File: config.mk
export PLATFORM = sky130hd
export DESIGN_NAME = md_issue_seq_flat
export DESIGN_NICKNAME = d
export VERILOG_FILES = /design/src/rtl/md_issue_if.sv /design/src/rtl/md_issue_seq.sv /design/src/flat_wrapper.sv
export SDC_FILE = /design/constraint.sdc
export NUM_CORES = 1
export LEC_CHECK = 0
export CORE_MARGIN = 4
export CORE_UTILIZATION = 42
export DETAILED_ROUTE_END_ITERATION = 8
export GPL_ROUTABILITY_DRIVEN = 0
export PLACE_DENSITY = 0.83
export SETUP_SLACK_MARGIN = 0.05
export SLEW_MARGIN = 10
export SYNTH_ARGS = -nofsm -noshare
export SYNTH_HDL_FRONTEND = slang
export SYNTH_SLANG_ARGS = --single-unit
File: constraint.sdc
create_clock -name clk -period 2.4 [get_ports clk]
set_input_delay 0.72 -clock clk [delete_from_list [all_inputs] [get_ports clk]]
set_output_delay 0.72 -clock clk [all_outputs]
set_load 0.05 [all_outputs]
File: src/rtl/md_issue_if.sv
// Request/response handshake bundle between a producer, md_issue_seq and its consumer.
// The master modport is the producer/consumer side, the slave modport is the sequencer.
interface md_issue_if #(
    parameter int WIDTH = 8
) ();
    logic             in_valid;
    logic             in_ready;
    logic             in_op;
    logic [WIDTH-1:0] in_a;
    logic [WIDTH-1:0] in_b;
    logic             out_valid;
    logic             out_ready;
    logic [WIDTH-1:0] out_res;
    logic             out_zero;
    logic             out_div0;

    modport master (
        output in_valid, in_op, in_a, in_b, out_ready,
        input  in_ready, out_valid, out_res, out_zero, out_div0
    );

    modport slave (
        input  in_valid, in_op, in_a, in_b, out_ready,
        output in_ready, out_valid, out_res, out_zero, out_div0
    );
endinterface

File: src/rtl/md_issue_seq.sv
// Issue/capture sequencer around combinational multiply and divide units (multicycle path).
// Optional feature: define MD_DIV0_TRAP_EN to short-circuit divide-by-zero without using the divider.
module md_issue_seq #(
    parameter int WIDTH       = 8,
    parameter int WAIT_CYCLES = 2
) (
    input  logic             clk,
    input  logic             rst_n,
    md_issue_if.slave        bus,
    output logic [WIDTH-1:0] md_a,
    output logic [WIDTH-1:0] md_b,
    input  logic [WIDTH-1:0] mul_res,
    input  logic [WIDTH-1:0] div_res
);
    localparam logic [1:0] S_IDLE = 2'd0;
    localparam logic [1:0] S_EXEC = 2'd1;
    localparam logic [1:0] S_DONE = 2'd2;

    localparam logic [3:0] CNT_LOAD = 4'(WAIT_CYCLES - 1);

    logic [1:0]       r_state;
    logic [3:0]       r_cnt;
    logic             r_op;
    logic [WIDTH-1:0] r_md_a;
    logic [WIDTH-1:0] r_md_b;
    logic [WIDTH-1:0] r_out_res;
    logic             r_out_valid;
    logic             r_out_zero;
    logic             r_out_div0;

    logic             w_accept;
    logic             w_trap;
    logic [WIDTH-1:0] w_sel;

    function automatic logic f_is_zero(input logic [WIDTH-1:0] v);
        return (v == '0);
    endfunction

    assign w_accept = bus.in_valid && (r_state == S_IDLE);
    assign w_sel    = r_op ? div_res : mul_res;

`ifdef MD_DIV0_TRAP_EN
    assign w_trap = bus.in_op && f_is_zero(bus.in_b);
`else
    assign w_trap = 1'b0;
`endif

    always_ff @(posedge clk or negedge rst_n) begin
        if (!rst_n) begin
            r_state     <= S_IDLE;
            r_cnt       <= '0;
            r_op        <= 1'b0;
            r_md_a      <= '0;
            r_md_b      <= '0;
            r_out_res   <= '0;
            r_out_valid <= 1'b0;
            r_out_zero  <= 1'b0;
            r_out_div0  <= 1'b0;
        end else begin
            case (r_state)
                S_IDLE: begin
                    if (w_accept) begin
                        r_op   <= bus.in_op;
                        r_md_a <= bus.in_a;
                        r_md_b <= bus.in_b;
                        if (w_trap) begin
                            // Trapped divide-by-zero: result is synthesised here, the divider is never sampled.
                            r_out_res   <= '1;
                            r_out_zero  <= 1'b0;
                            r_out_div0  <= 1'b1;
                            r_out_valid <= 1'b1;
                            r_state     <= S_DONE;
                        end else begin
                            r_cnt   <= CNT_LOAD;
                            r_state <= S_EXEC;
                        end
                    end
                end
                S_EXEC: begin
                    if (r_cnt != 4'd0) begin
                        r_cnt <= r_cnt - 4'd1;
                    end else begin
                        r_out_res   <= w_sel;
                        r_out_zero  <= f_is_zero(w_sel);
                        r_out_div0  <= 1'b0;
                        r_out_valid <= 1'b1;
                        r_state     <= S_DONE;
                    end
                end
                S_DONE: begin
                    if (bus.out_ready) begin
                        r_out_valid <= 1'b0;
                        r_state     <= S_IDLE;
                    end
                end
                default: begin
                    r_state     <= S_IDLE;
                    r_out_valid <= 1'b0;
                end
            endcase
        end
    end

    assign bus.in_ready  = (r_state == S_IDLE);
    assign bus.out_valid = r_out_valid;
    assign bus.out_res   = r_out_res;
    assign bus.out_zero  = r_out_zero;
`ifdef MD_DIV0_TRAP_EN
    assign bus.out_div0  = r_out_div0;
`else
    assign bus.out_div0  = 1'b0;
`endif
    assign md_a = r_md_a;
    assign md_b = r_md_b;

endmodule

File: src/flat_wrapper.sv
// flat-port wrapper written by rule: the top's interface ports become plain ports
module md_issue_seq_flat 
#(
    parameter int WIDTH       = 8,
    parameter int WAIT_CYCLES = 2
)
  (clk, rst_n, md_a, md_b, mul_res, div_res, bus_in_valid, bus_in_op, bus_in_a, bus_in_b, bus_out_ready, bus_in_ready, bus_out_valid, bus_out_res, bus_out_zero, bus_out_div0);
  md_issue_if #(.WIDTH(WIDTH)) bus_i ();
  input  logic clk;
  input  logic rst_n;
  output logic [WIDTH-1:0] md_a;
  output logic [WIDTH-1:0] md_b;
  input  logic [WIDTH-1:0] mul_res;
  input  logic [WIDTH-1:0] div_res;
  input wire logic [$bits(bus_i.in_valid)-1:0] bus_in_valid;
  input wire logic [$bits(bus_i.in_op)-1:0] bus_in_op;
  input wire logic [$bits(bus_i.in_a)-1:0] bus_in_a;
  input wire logic [$bits(bus_i.in_b)-1:0] bus_in_b;
  input wire logic [$bits(bus_i.out_ready)-1:0] bus_out_ready;
  output wire logic [$bits(bus_i.in_ready)-1:0] bus_in_ready;
  output wire logic [$bits(bus_i.out_valid)-1:0] bus_out_valid;
  output wire logic [$bits(bus_i.out_res)-1:0] bus_out_res;
  output wire logic [$bits(bus_i.out_zero)-1:0] bus_out_zero;
  output wire logic [$bits(bus_i.out_div0)-1:0] bus_out_div0;
  assign bus_i.in_valid = bus_in_valid;
  assign bus_i.in_op = bus_in_op;
  assign bus_i.in_a = bus_in_a;
  assign bus_i.in_b = bus_in_b;
  assign bus_i.out_ready = bus_out_ready;
  assign bus_in_ready = bus_i.in_ready;
  assign bus_out_valid = bus_i.out_valid;
  assign bus_out_res = bus_i.out_res;
  assign bus_out_zero = bus_i.out_zero;
  assign bus_out_div0 = bus_i.out_div0;
  md_issue_seq #(.WIDTH(WIDTH), .WAIT_CYCLES(WAIT_CYCLES)) u_core (.clk(clk), .rst_n(rst_n), .bus(bus_i), .md_a(md_a), .md_b(md_b), .mul_res(mul_res), .div_res(div_res));
endmodule
* Yosys cells after proc, flatten, opt, wreduce, memory -nomap -nowiden *
Cells that the tools add are included.

storage, ports and cells
  bits in registers = 33
  output and inout bits = 28
  logic and storage cells = 38

operators by class
  $add $sub $neg = 1
  equal/unequal tests = 6
  mux-type cells = 11
  bitwise gates (word level) = 2
  reduce and logical (&&, ||, !) cells = 10

operators with widths
  kind                   number
  $reduce_and A3 Y1      3
  $logic_not A8 Y1       1
  $mux W4                2
  $mux W8                1
  $pmux W4 S2            1
  $mux W2                3
  $pmux W2 S3            1
  $ne A2 B1 Y1 const B   2
  $ne A2 B2 Y1 const B   2
  $reduce_and A2 Y1      2
  $reduce_bool A4 Y1     1
  $sub A4 B1 Y4 const B  1
  $pmux W1 S3            1
  $eq A2 B1 Y1 const B   1
  $eq A2 B2 Y1 const B   1
  $logic_not A2 Y1       1
  $mux W1                2
  $not A1 Y1             2
  $reduce_bool A2 Y1     1
  $logic_and A1 B1 Y1    1

* Longest topological paths before layout *
  word-level depth = 4
  mapped depth = 6
  depth with buffers taken out = 5

* Least setup slack after synthesis *
OpenSTA, ideal clock, no wires.

  path type = register to register
  start = register u_core.r_state[0]
  end = register u_core.r_md_a[4] (netlist: u_core.md_a[4])
  setup time = 0.125 ns
  data arrival time = 1.915 ns
  setup slack = 0.360 ns
  stages on the path, launching flop included = 6
  path through = dfrtp_1 > nor2_1 > and2_1 > buf_6 > buf_8 > mux2_2

on the way
  cells in the longest elaborated chain, start to end = 3

ends and longest elaborated chain
  what                             RTL line            text
  start, declared                  md_issue_seq.sv:21  logic [1:0] r_state;
  start signal, assigned           md_issue_seq.sv:50  r_state <= S_IDLE;
  start signal, assigned           md_issue_seq.sv:72  r_state <= S_DONE;
  start signal, assigned           md_issue_seq.sv:75  r_state <= S_EXEC;
  $logic_not A2 Y1 (*)             --
  named net bus_in_ready           flat_wrapper.sv:20  output wire logic [$bits(bus_i.in_ready)-1:0] bus_in_ready;
  $logic_and A1 B1 Y1              md_issue_seq.sv:39  assign w_accept = bus.in_valid && (r_state == S_IDLE);
  $reduce_and A2 Y1 (no line) (*)  --
  end signal, assigned             md_issue_seq.sv:64  r_md_a <= bus.in_a;
  end, declared                    md_issue_seq.sv:24  logic [WIDTH-1:0] r_md_a;

The timed path passes the listed nets; every way through them passes the cells marked *.
A chain may end at the register's enable or synchronous reset.

* Final worst setup path *
  start = register u_core.r_out_res[5] (netlist: u_core.bus.out_res[5])
  end = output port bus_out_res[5]

RTL lines
  what                    RTL line            text
  start, declared         md_issue_seq.sv:26  logic [WIDTH-1:0] r_out_res;
  start signal, assigned  md_issue_seq.sv:83  r_out_res <= w_sel;
  end, declared           flat_wrapper.sv:22  output wire logic [$bits(bus_i.out_res)-1:0] bus_out_res;

No word-level cell between the ends.

==> metrics <==
status finished clean; clock root buffer clkbuf_4; Post-Synth Simple-Gate Area roughly a tenth; die area roughly 4700 um2; RSZ-0062 raised after global routing no; CP required 1.68 ns; crit path kind reg2out; Worst Path Buf+Inv 1; Synth Register Bits 33; Final Hold Viols 0; layout cells sized above 1 26.4%; Seq/Total Area, Yosys 54.2%; Netlist Area Pre-Place 1520 um2; Peak VDD IR 0.962 mV; wire length on met3 318 um; Cells after Synth ~110; critical path launch point type register; Sink Count 33; Primary FF master, synth dfrtp_1; vias in the first global route between 1000 and 1500; core area between 3000 and 4000 um2; Syn Nets 153; Total GRT Usage between 10% and 20%; WL per Instance roughly 16 um; largest family of logic cells by synthesized area multiplexers; ys async rst share 100%; CP max stage cell clkdlybuf4s50_1; setup TNS 0 ns; fin. max-slew vios 0; clk_lat worst skew roughly 0.34 ns; mux contribution to synthesized area 25.1%; met1 WL about 1300 um; Die Span Y roughly 70 um; CP max stage delay roughly 0.83 ns; Die Wd ~68 um; maxcap violations 0; CTS Buf Count 5; hold buffer count at cts 0; Finished Cell Area about 2200 um2; Seq. cell area approximately 830 um2; post-synthesis compound-gate area fraction 5.01%; grt ovf 0; Post-Place Worst Slack about 0.32 ns; fill count roughly 260; drt pass-1 iters 4; Initial Util 44.6%; num rows 21; post-DP HPWL around 2800 um; Ant. Diodes 0; Post-Synth Adder-Cell Area under 10%; warnings from Yosys 0; # resized after CTS 0; global-route wire length before repair around 6100 um; LEAKAGE between 0.9 and 1 nW; Yosys cell types 27; clock buffer depth 2; Post-synth EDFFs 0; Hold/Removal Path Class reg2reg; Via density 5.13; Post-CTS Setup Bufs 0; largest net degree at the start of global routing 34; Post-DRT Antenna Nets 0; clock skew approximately 0.0046 ns; multi-input logic area between 600 and 700 um2; top layer in use met4; setup ws final 0.142 ns; area delta synth->final 46.7%; CTS tree built; metal2 WL around 2000 um; Pwr per Cell Area approximately 1600 nW/um2; Worst Path Max Fanout 2; min cycle time layout around 2.3 ns; initial antenna violation count 0; overall power between 3 and 4 mW; XOR/XNOR Fraction of Synth Area 0%; Residual DRC 0; DRT Wirelength 3670 um; Final Util between 60 and 70%; worst-path cell chain clkdlybuf4s50_1; arrival time worst endpoint roughly 1.5 ns; Port Buffers 63; DR vias between 1000 and 1500; Critical Path End Type primary output; Slew HR roughly 65%; # nets final 220; Post-DP Area 2180 um2; I/O pin cnt 65; Clock Pin Slew Worst Setup and Hold Paths ~0.10 ns; H-tree levels 2; Detailed Route Iter0 Violations 29; kind of cell adding the most delay to the critical path buffers and inverters; syn avg cell area between 10 and 15 um2; period utilization 94.1%; Setup Viol. Count Final 0; Worst-Margin Slew between 0.5 and 0.6 ns; FMAX approximately 440 MHz
==> worst paths after layout <==
check	start	end	slack (ns)	depth (start not counted)
max	u_core.bus.out_res[5]	bus_out_res[5]	0.14	1
min	u_core.md_a[1]	u_core.md_a[1]	0.52	1
max reg2reg	u_core.r_cnt[0]	u_core.bus.out_res[5]	0.48	5
min reg2reg	u_core.md_a[1]	u_core.md_a[1]	0.52	1
max in group asynchronous	rst_n	u_core.md_b[2]	1.34	2
min in group asynchronous	rst_n	u_core.md_b[0]	0.78	2
==> final cells by class <==
class / count / share of cell area (%)
Sequential cell: 33 / 37.0
Timing Repair Buffer: 66 / 29.1
Multi-Input combinational cell: 72 / 28.3
Tap cell: 46 / 2.58
Clock buffer: 5 / 1.68
Clock inverter: 3 / 0.784
Inverter: 3 / 0.504
==> worst register-to-register path, cell delays in order, from the launching register on <==
cell and delay (ns):
dfrtp_1 0.42, inv_1 0.13, ha_1 0.20, nor3b_4 0.22, and3_1 0.45, mux2_2 0.40
==> registers in the layout (all words and copies together), names as in the netlist <==
register and count:
u_core.md_a 8, u_core.bus.out_zero 1, u_core.r_cnt 4, u_core.bus.out_res 8, u_core.bus.out_valid 1, u_core.r_state 2
u_core.r_op 1, u_core.md_b 8
==> synth_stat cells (3+ instances only) <==
cell type	n	area share [%]
nor4_1	4	1.6
nand2_1	4	0.99
inv_1	3	0.74
nand3_1	4	1.3
dfrtp_1	33	54
mux2_2	34	25
nor3_1	3	0.99
==> cells in the final DEF, fill, tap and decap left out, types with 2 or more instances in the layout <==
cell	count
clkbuf_4	5
nor3_1	3
nand3b_1	2
clkdlybuf4s50_1	62
ha_1	2
nand3_1	4
inv_1	3
clkinv_2	2
o31ai_1	2
a31oi_1	2
nand2_1	4
buf_4	4
dfrtp_1	33
nor2_1	2
mux2_2	34
nor4_1	4
and2_1	2
a21oi_1	2
==> per-layer routing <==
| metal | vias to the layer above | GRT usage (%) |
|---|---|---|
| met5 | - | 0 |
| met4 | 0 | 7.94 |
| met3 | 4 | 8.05 |
| met2 | 43 | 30.9 |
| met1 | 574 | 19.3 |
| li1 | 548 | - |
==> where the power goes <==
part | internal, mW | switching [mW]
registers | 0.840 | 0.240
clock network | 0.110 | 0.198
logic | 0.866 | 1.24
total | 1.82 | 1.68
==> metrics by stage <==
| stage | hold WS (ns) | std cells |
|---|---|---|
| final | 0.517 | 228 |
| after global routing | 0.536 | 228 |
| after CTS | 0.522 | 228 |
| after detailed placement | 0.497 | 220 |
| after global placement | 0.489 | 220 |
| after floorplan | 0.424 | 114 |
==> cell families (layout without fill, tap and decap cells) <==
logic type | after synthesis | in the layout
muxes | 34 | 34
DFF | 33 | 33
and+or+nand+nor | 24 | 24
AOI/OAI and AO/OA | 11 | 11
buffers and inverters | 9 | 77
adders and majority gates | 2 | 2
other | 1 | 1
No activity file was read; power rests on OpenSTA's default activity.
==> variant 1: new RTL, config.mk and constraints unchanged <==
`WIDTH` is set to 8 in 3 places; all go to 12.
--- a/src/rtl/md_issue_if.sv
+++ b/src/rtl/md_issue_if.sv
@@ -1,7 +1,7 @@
 // Request/response handshake bundle between a producer, md_issue_seq and its consumer.
 // The master modport is the producer/consumer side, the slave modport is the sequencer.
 interface md_issue_if #(
-    parameter int WIDTH = 8
+    parameter int WIDTH = 12
 ) ();
     logic             in_valid;
     logic             in_ready;
--- a/src/rtl/md_issue_seq.sv
+++ b/src/rtl/md_issue_seq.sv
@@ -1,7 +1,7 @@
 // Issue/capture sequencer around combinational multiply and divide units (multicycle path).
 // Optional feature: define MD_DIV0_TRAP_EN to short-circuit divide-by-zero without using the divider.
 module md_issue_seq #(
-    parameter int WIDTH       = 8,
+    parameter int WIDTH       = 12,
     parameter int WAIT_CYCLES = 2
 ) (
     input  logic             clk,
--- a/src/flat_wrapper.sv
+++ b/src/flat_wrapper.sv
@@ -1,7 +1,7 @@
 // flat-port wrapper written by rule: the top's interface ports become plain ports
 module md_issue_seq_flat 
 #(
-    parameter int WIDTH       = 8,
+    parameter int WIDTH       = 12,
     parameter int WAIT_CYCLES = 2
 )
   (clk, rst_n, md_a, md_b, mul_res, div_res, bus_in_valid, bus_in_op, bus_in_a, bus_in_b, bus_out_ready, bus_in_ready, bus_out_valid, bus_out_res, bus_out_zero, bus_out_div0);
Ports: changed (7 resized); port bits go from 65 to 93. The function was not compared with the original's and may differ.
==> variant 1 against the original RTL <==
Design area is 34% higher. Routed wire length up 16%. Clock skew shrank 0.00084 ns. Clock power is 73% higher. Synthesized area grew 30%. Total power increased by 35%. Maximum frequency rose by 3.4%. Setup slack improved by 0.075 ns. Sequential cell count rose by 12.
==> variant 1: results (changes against the original RTL) <==
GRT
  – Largest net degree at the start of global routing: 28 (was 34)
  – Met2 GRT Util: 25.7% (was 30.9%)
  – GRT Total Usage: 15.4% (was 18.2%)
  – First-pass GRT wire length: 7380 um (was 6070 um)
  – GR Util met1: 19.5% (was 19.3%)
  – Met3 usage: 4.68% (was 8.05%)
  – Number of global-route vias before repair: 1559 (was 1293)

Yosys
  – Mux cell area share after synthesis: 20.5% (was 25.1%)
  – Cells after Synth: 157 (was 114)
  – Compound-Gate Fraction of Synth Area: 6.26% (was 5.01%)
  – Synth top area cells: dfrtp_1, mux2_2, mux2i_1 (was dfrtp_1, mux2_2, ha_1)
  – Synth Area in Adders: 1.26% (was 1.64%)
  – Synth unique cells: 34 (was 27)
  – Post-Syn Nets: 212 (was 153)
  – Post-synth top cells: dfrtp_1, mux2_2, nand2_1, mux2i_1, o21ai_0 (was mux2_2, dfrtp_1, nand2_1, nand3_1, nor4_1)
  – Synth Area in XOR/XNOR: 0.885% (was 0%)
  – Yosys warns: 0 (unchanged)
  – Sequential area share after synthesis: 56.9% (was 54.2%)
  – Ys flop type: dfrtp_1 (unchanged)

Final layout
  – Fillers: 368 (was 258)
  – Layout cells sized above 1: 17.3% (was 26.4%)
  – Layout Nets: 304 (was 220)
  – Number of diodes: 0 (unchanged)

STA
  – Worst slew pin tran: 0.761 ns (was 0.520 ns)
  – Fin crit period: 2.18 ns (was 2.26 ns)
  – Setup Skew: 0.00380 ns (was 0.00464 ns)
  – Hold WS: 0.419 ns (was 0.517 ns)

Pwr
  – Leak: 1.27 nW (was 0.911 nW)
  – VDD IR max: 632 uV (was 962 uV)

Run status
  – Outcome: complete, no violations (unchanged)

Placement
  – Cell count after placement: 294 (was 220)
  – I/O Buffers: 91 (was 63)
  – DP HPWL: 3400 um (was 2820 um)
  – Pre-CTS setup slack: 0.166 ns (was 0.323 ns)

Detailed routing
  – Final wirelength: 4250 um (was 3670 um)
  – Met3 wire len: 336 um (was 318 um)
  – Max Used Layer: met4 (unchanged)
  – Via count: 1486 (was 1169)
  – Vias per inst: 4.94 (was 5.13)
  – Met2 Routed Length: 2070 um (was 2040 um)
  – Metal-1 WL: 1810 um (was 1270 um)
  – Initial DRC Count: 35 (was 29)

Clocking
  – Clk root buf: clkbuf_8 (was clkbuf_4)
  – Postcts setup bufs: 0 (unchanged)
  – Worst skew pair latency: 0.28 ns (was 0.34 ns)
  – Clk slew on worst S/H paths: 0.08 ns (was 0.10 ns)

Worst setup path
  – CP max FO: 3 (was 2)
  – Worst setup endpoint: bus_out_valid (was bus_out_res[5])
  – R2R Path Start: u_core.r_cnt[0] (unchanged)
  – CP peak stage delay: 0.81 ns (was 0.83 ns)
  – Setup slack, reg-to-reg: 0.65 ns (was 0.48 ns)
  – R2r worst-path depth: 6 (was 5)
  – Critical R2R Capture: u_core.bus.out_zero (was u_core.bus.out_res[5])
  – Critical Path AT: 1.46 ns (was 1.54 ns)
  – Origin of the worst setup path: u_core.bus.out_valid (was u_core.bus.out_res[5])
  – Delay-heaviest family, CP: buffers and inverters (unchanged)

Min path
  – Hold Path Class: in -> async (was reg -> reg)
==> variant 1: changes by cell type after synthesis, sizes merged, moves of 3 or more <==
cell,change
buf,+3
dfrtp,+12
mux2,-9
mux2i,+12
nand2,+11
nor2,+4
o21ai,+14
==> variant 1: final cells by class <==
type,instances,area [um^2],area share (%)
clock inverters,2,35.0,1.17
flip-flops and latches,45,1130,37.5
repair buffers,93,918,30.6
clock buffers,5,68.8,2.29
well taps,52,65.1,2.17
multi-input cells,102,782,26.0
inverters,2,7.51,0.250
==> variant 1: metrics by stage <==
stage	power, mW	cell area (um^2)	util [%]
global route	5.01	3000	67.6
CTS	4.79	3000	67.6
floorplan	3.33	1980	-
global placement	4.18	2900	65.2
finish	4.72	3000	67.6
detailed placement	4.24	2900	65.2
==> variant 1: report_power, final <==
part	total (mW)	leakage (nW)	switching, mW	internal [mW]
Sequential	1.41	0.540	0.270	1.14
Clock	0.534	0.0540	0.231	0.303
Combinational	2.77	0.679	1.71	1.07
Total	4.72	1.27	2.21	2.51
==> variant 2: new RTL, same flow settings <==
Made on the original files. Register the input `div_res` before use, with the module's reset. The logic sees it one clock later. The other inputs are not delayed to match.
--- a/src/rtl/md_issue_seq.sv
+++ b/src/rtl/md_issue_seq.sv
@@ -18,6 +18,16 @@
 
     localparam logic [3:0] CNT_LOAD = 4'(WAIT_CYCLES - 1);
 
+    logic [WIDTH-1:0] div_res_q;
+
+    always_ff @(posedge clk or negedge rst_n) begin
+        if (!rst_n) begin
+            div_res_q <= '0;
+        end else begin
+            div_res_q <= div_res;
+        end
+    end
+
     logic [1:0]       r_state;
     logic [3:0]       r_cnt;
     logic             r_op;
@@ -37,7 +47,7 @@
     endfunction
 
     assign w_accept = bus.in_valid && (r_state == S_IDLE);
-    assign w_sel    = r_op ? div_res : mul_res;
+    assign w_sel    = r_op ? div_res_q : mul_res;
 
 `ifdef MD_DIV0_TRAP_EN
     assign w_trap = bus.in_op && f_is_zero(bus.in_b);
Check against the original RTL: not equivalent (Yosys sat finds a counterexample within 4 cycles, from zero or initial values and one cycle with rst_n low).
==> variant 2 against the original RTL <==
Sequential cell count grew 8. Setup slack gained 0.066 ns. Critical path type unchanged. Largest power group unchanged. Utilization down 0.34 points. Total power increased by 9.7%. Combinational power fell by 2%. Synthesized area increased by 9.6%. Count of clock-buffer cells in the layout is 2 higher. Design area grew 9.0%. Routed wire length grew 3.7%.
==> variant 2: results (changes against the original RTL) <==
Run status
  – Outcome: complete, no violations (unchanged)

Yosys
  – Synth unique cells: 29 (was 27)
  – Synth top area cells: dfrtp_1, mux2_2, mux2i_1 (was dfrtp_1, mux2_2, ha_1)
  – Cells after Synth: 128 (was 114)
  – Post-Syn Nets: 166 (was 153)
  – Post-synth top cells: dfrtp_1, mux2_2, o21ai_1, mux2i_1 (was mux2_2, dfrtp_1, nand2_1, nand3_1, nor4_1)
  – Sequential area share after synthesis: 61.5% (was 54.2%)

Clocking
  – CTS max path bufs: 2 (unchanged)
  – Worst skew pair latency: 0.29 ns (was 0.34 ns)
  – Clk root buf: clkbuf_8 (was clkbuf_4)
  – Post_cts resized: 0 (unchanged)
  – Clk slew on worst S/H paths: 0.08 ns (was 0.10 ns)

Final layout
  – Fillers: 297 (was 258)
  – Layout cells sized above 1: 14.9% (was 26.4%)

Worst setup path
  – Setup slack, reg-to-reg: 0.73 ns (was 0.48 ns)
  – Critical Path AT: 1.47 ns (was 1.54 ns)
  – R2r worst-path depth: 5 (unchanged)
  – Critical R2R Capture: u_core.bus.out_res[1] (was u_core.bus.out_res[5])

Placement
  – Placed Area: 2320 um^2 (was 2180 um^2)
  – DP HPWL: 2820 um (about the same)
  – Pre-CTS setup slack: 0.288 ns (was 0.323 ns)
  – Cell count after placement: 234 (was 220)

Min path
  – Hold Path Class: in -> async (was reg -> reg)

GRT
  – Number of global-route vias before repair: 1371 (was 1293)
  – First-pass GRT wire length: 6310 um (was 6070 um)
  – Largest net degree at the start of global routing: 42 (was 34)
  – GRT Total Usage: 15.9% (was 18.2%)

Detailed routing
  – Initial DRC Count: 42 (was 29)
  – Per-cell routed wire length: 15.7 um (was 16.1 um)
  – Final wirelength: 3800 um (was 3670 um)
  – Via count: 1229 (was 1169)

STA
  – Setup Skew: 0.00855 ns (was 0.00464 ns)
  – Hold WS: 0.481 ns (was 0.517 ns)
  – Rel. slew slack: 65.4% (was 65.3%)

Pwr
  – VDD IR max: 1100 uV (was 962 uV)
  – Leak: 1.03 nW (was 0.911 nW)
-- variant 2: cell count changes after synthesis, moves of 3 or more --
cell,delta
mux2_2,-18
nand2_1,-3
mux2i_1,+10
o21ai_1,+16
nand2b_1,+4
dfrtp_1,+8
-- variant 2: cell type report --
type / count / area (um^2) / area share, %
clock inverter: 1 / 30.0 / 1.23
timing repair buffer: 65 / 638 / 26.2
tap: 48 / 60.1 / 2.47
inverter: 3 / 11.3 / 0.462
multi-input combinational: 77 / 583 / 23.9
sequential: 41 / 1030 / 42.1
clock buffer: 7 / 86.3 / 3.55
-- variant 2: worst max-delay path by stage --
stage / startpoint / endpoint / slack [ns] / cells after the start
finish: u_core.bus.out_res[1] / bus_out_res[1] / 0.21 / 1
CTS: u_core.bus.out_res[1] / bus_out_res[1] / 0.19 / 1
floorplan: u_core.r_state[1] / bus_in_ready / 0.59 / 1
global route: u_core.md_b[0] / md_b[0] / 0.16 / 1
global placement: bus_in_valid / u_core.md_a[3] / 0.33 / 4
detailed placement: bus_in_valid / u_core.md_a[6] / 0.29 / 4
-- variant 2: logic make-up (layout without fill, tap and decap cells) --
logic type | after synthesis | after routing | synth area share (%)
DFF | 41 | 41 | 61.5
muxes | 27 | 27 | 17.5
AOI/OAI and AO/OA | 26 | 26 | 8.17
and+or+nand+nor | 22 | 22 | 8.32
buffers and inverters | 10 | 76 | 3.60
adders and majority gates | 1 | 1 | 0.750
other | 1 | 1 | 0.225
-- variant 2: metal layers --
metal,wire length [um],vias up,track usage (%)
li1,-,583,-
met1,1550,603,18.5
met2,1990,39,26.8
met3,238,4,6.96
met4,27,0,4.38
met5,0,-,0
-- variant 2: power breakdown --
group          leakage, nW  internal (mW)  switching, mW
logic                0.481          0.786           1.28
registers            0.490          0.977          0.226
clock network       0.0585          0.339          0.224
total                 1.03           2.10           1.73
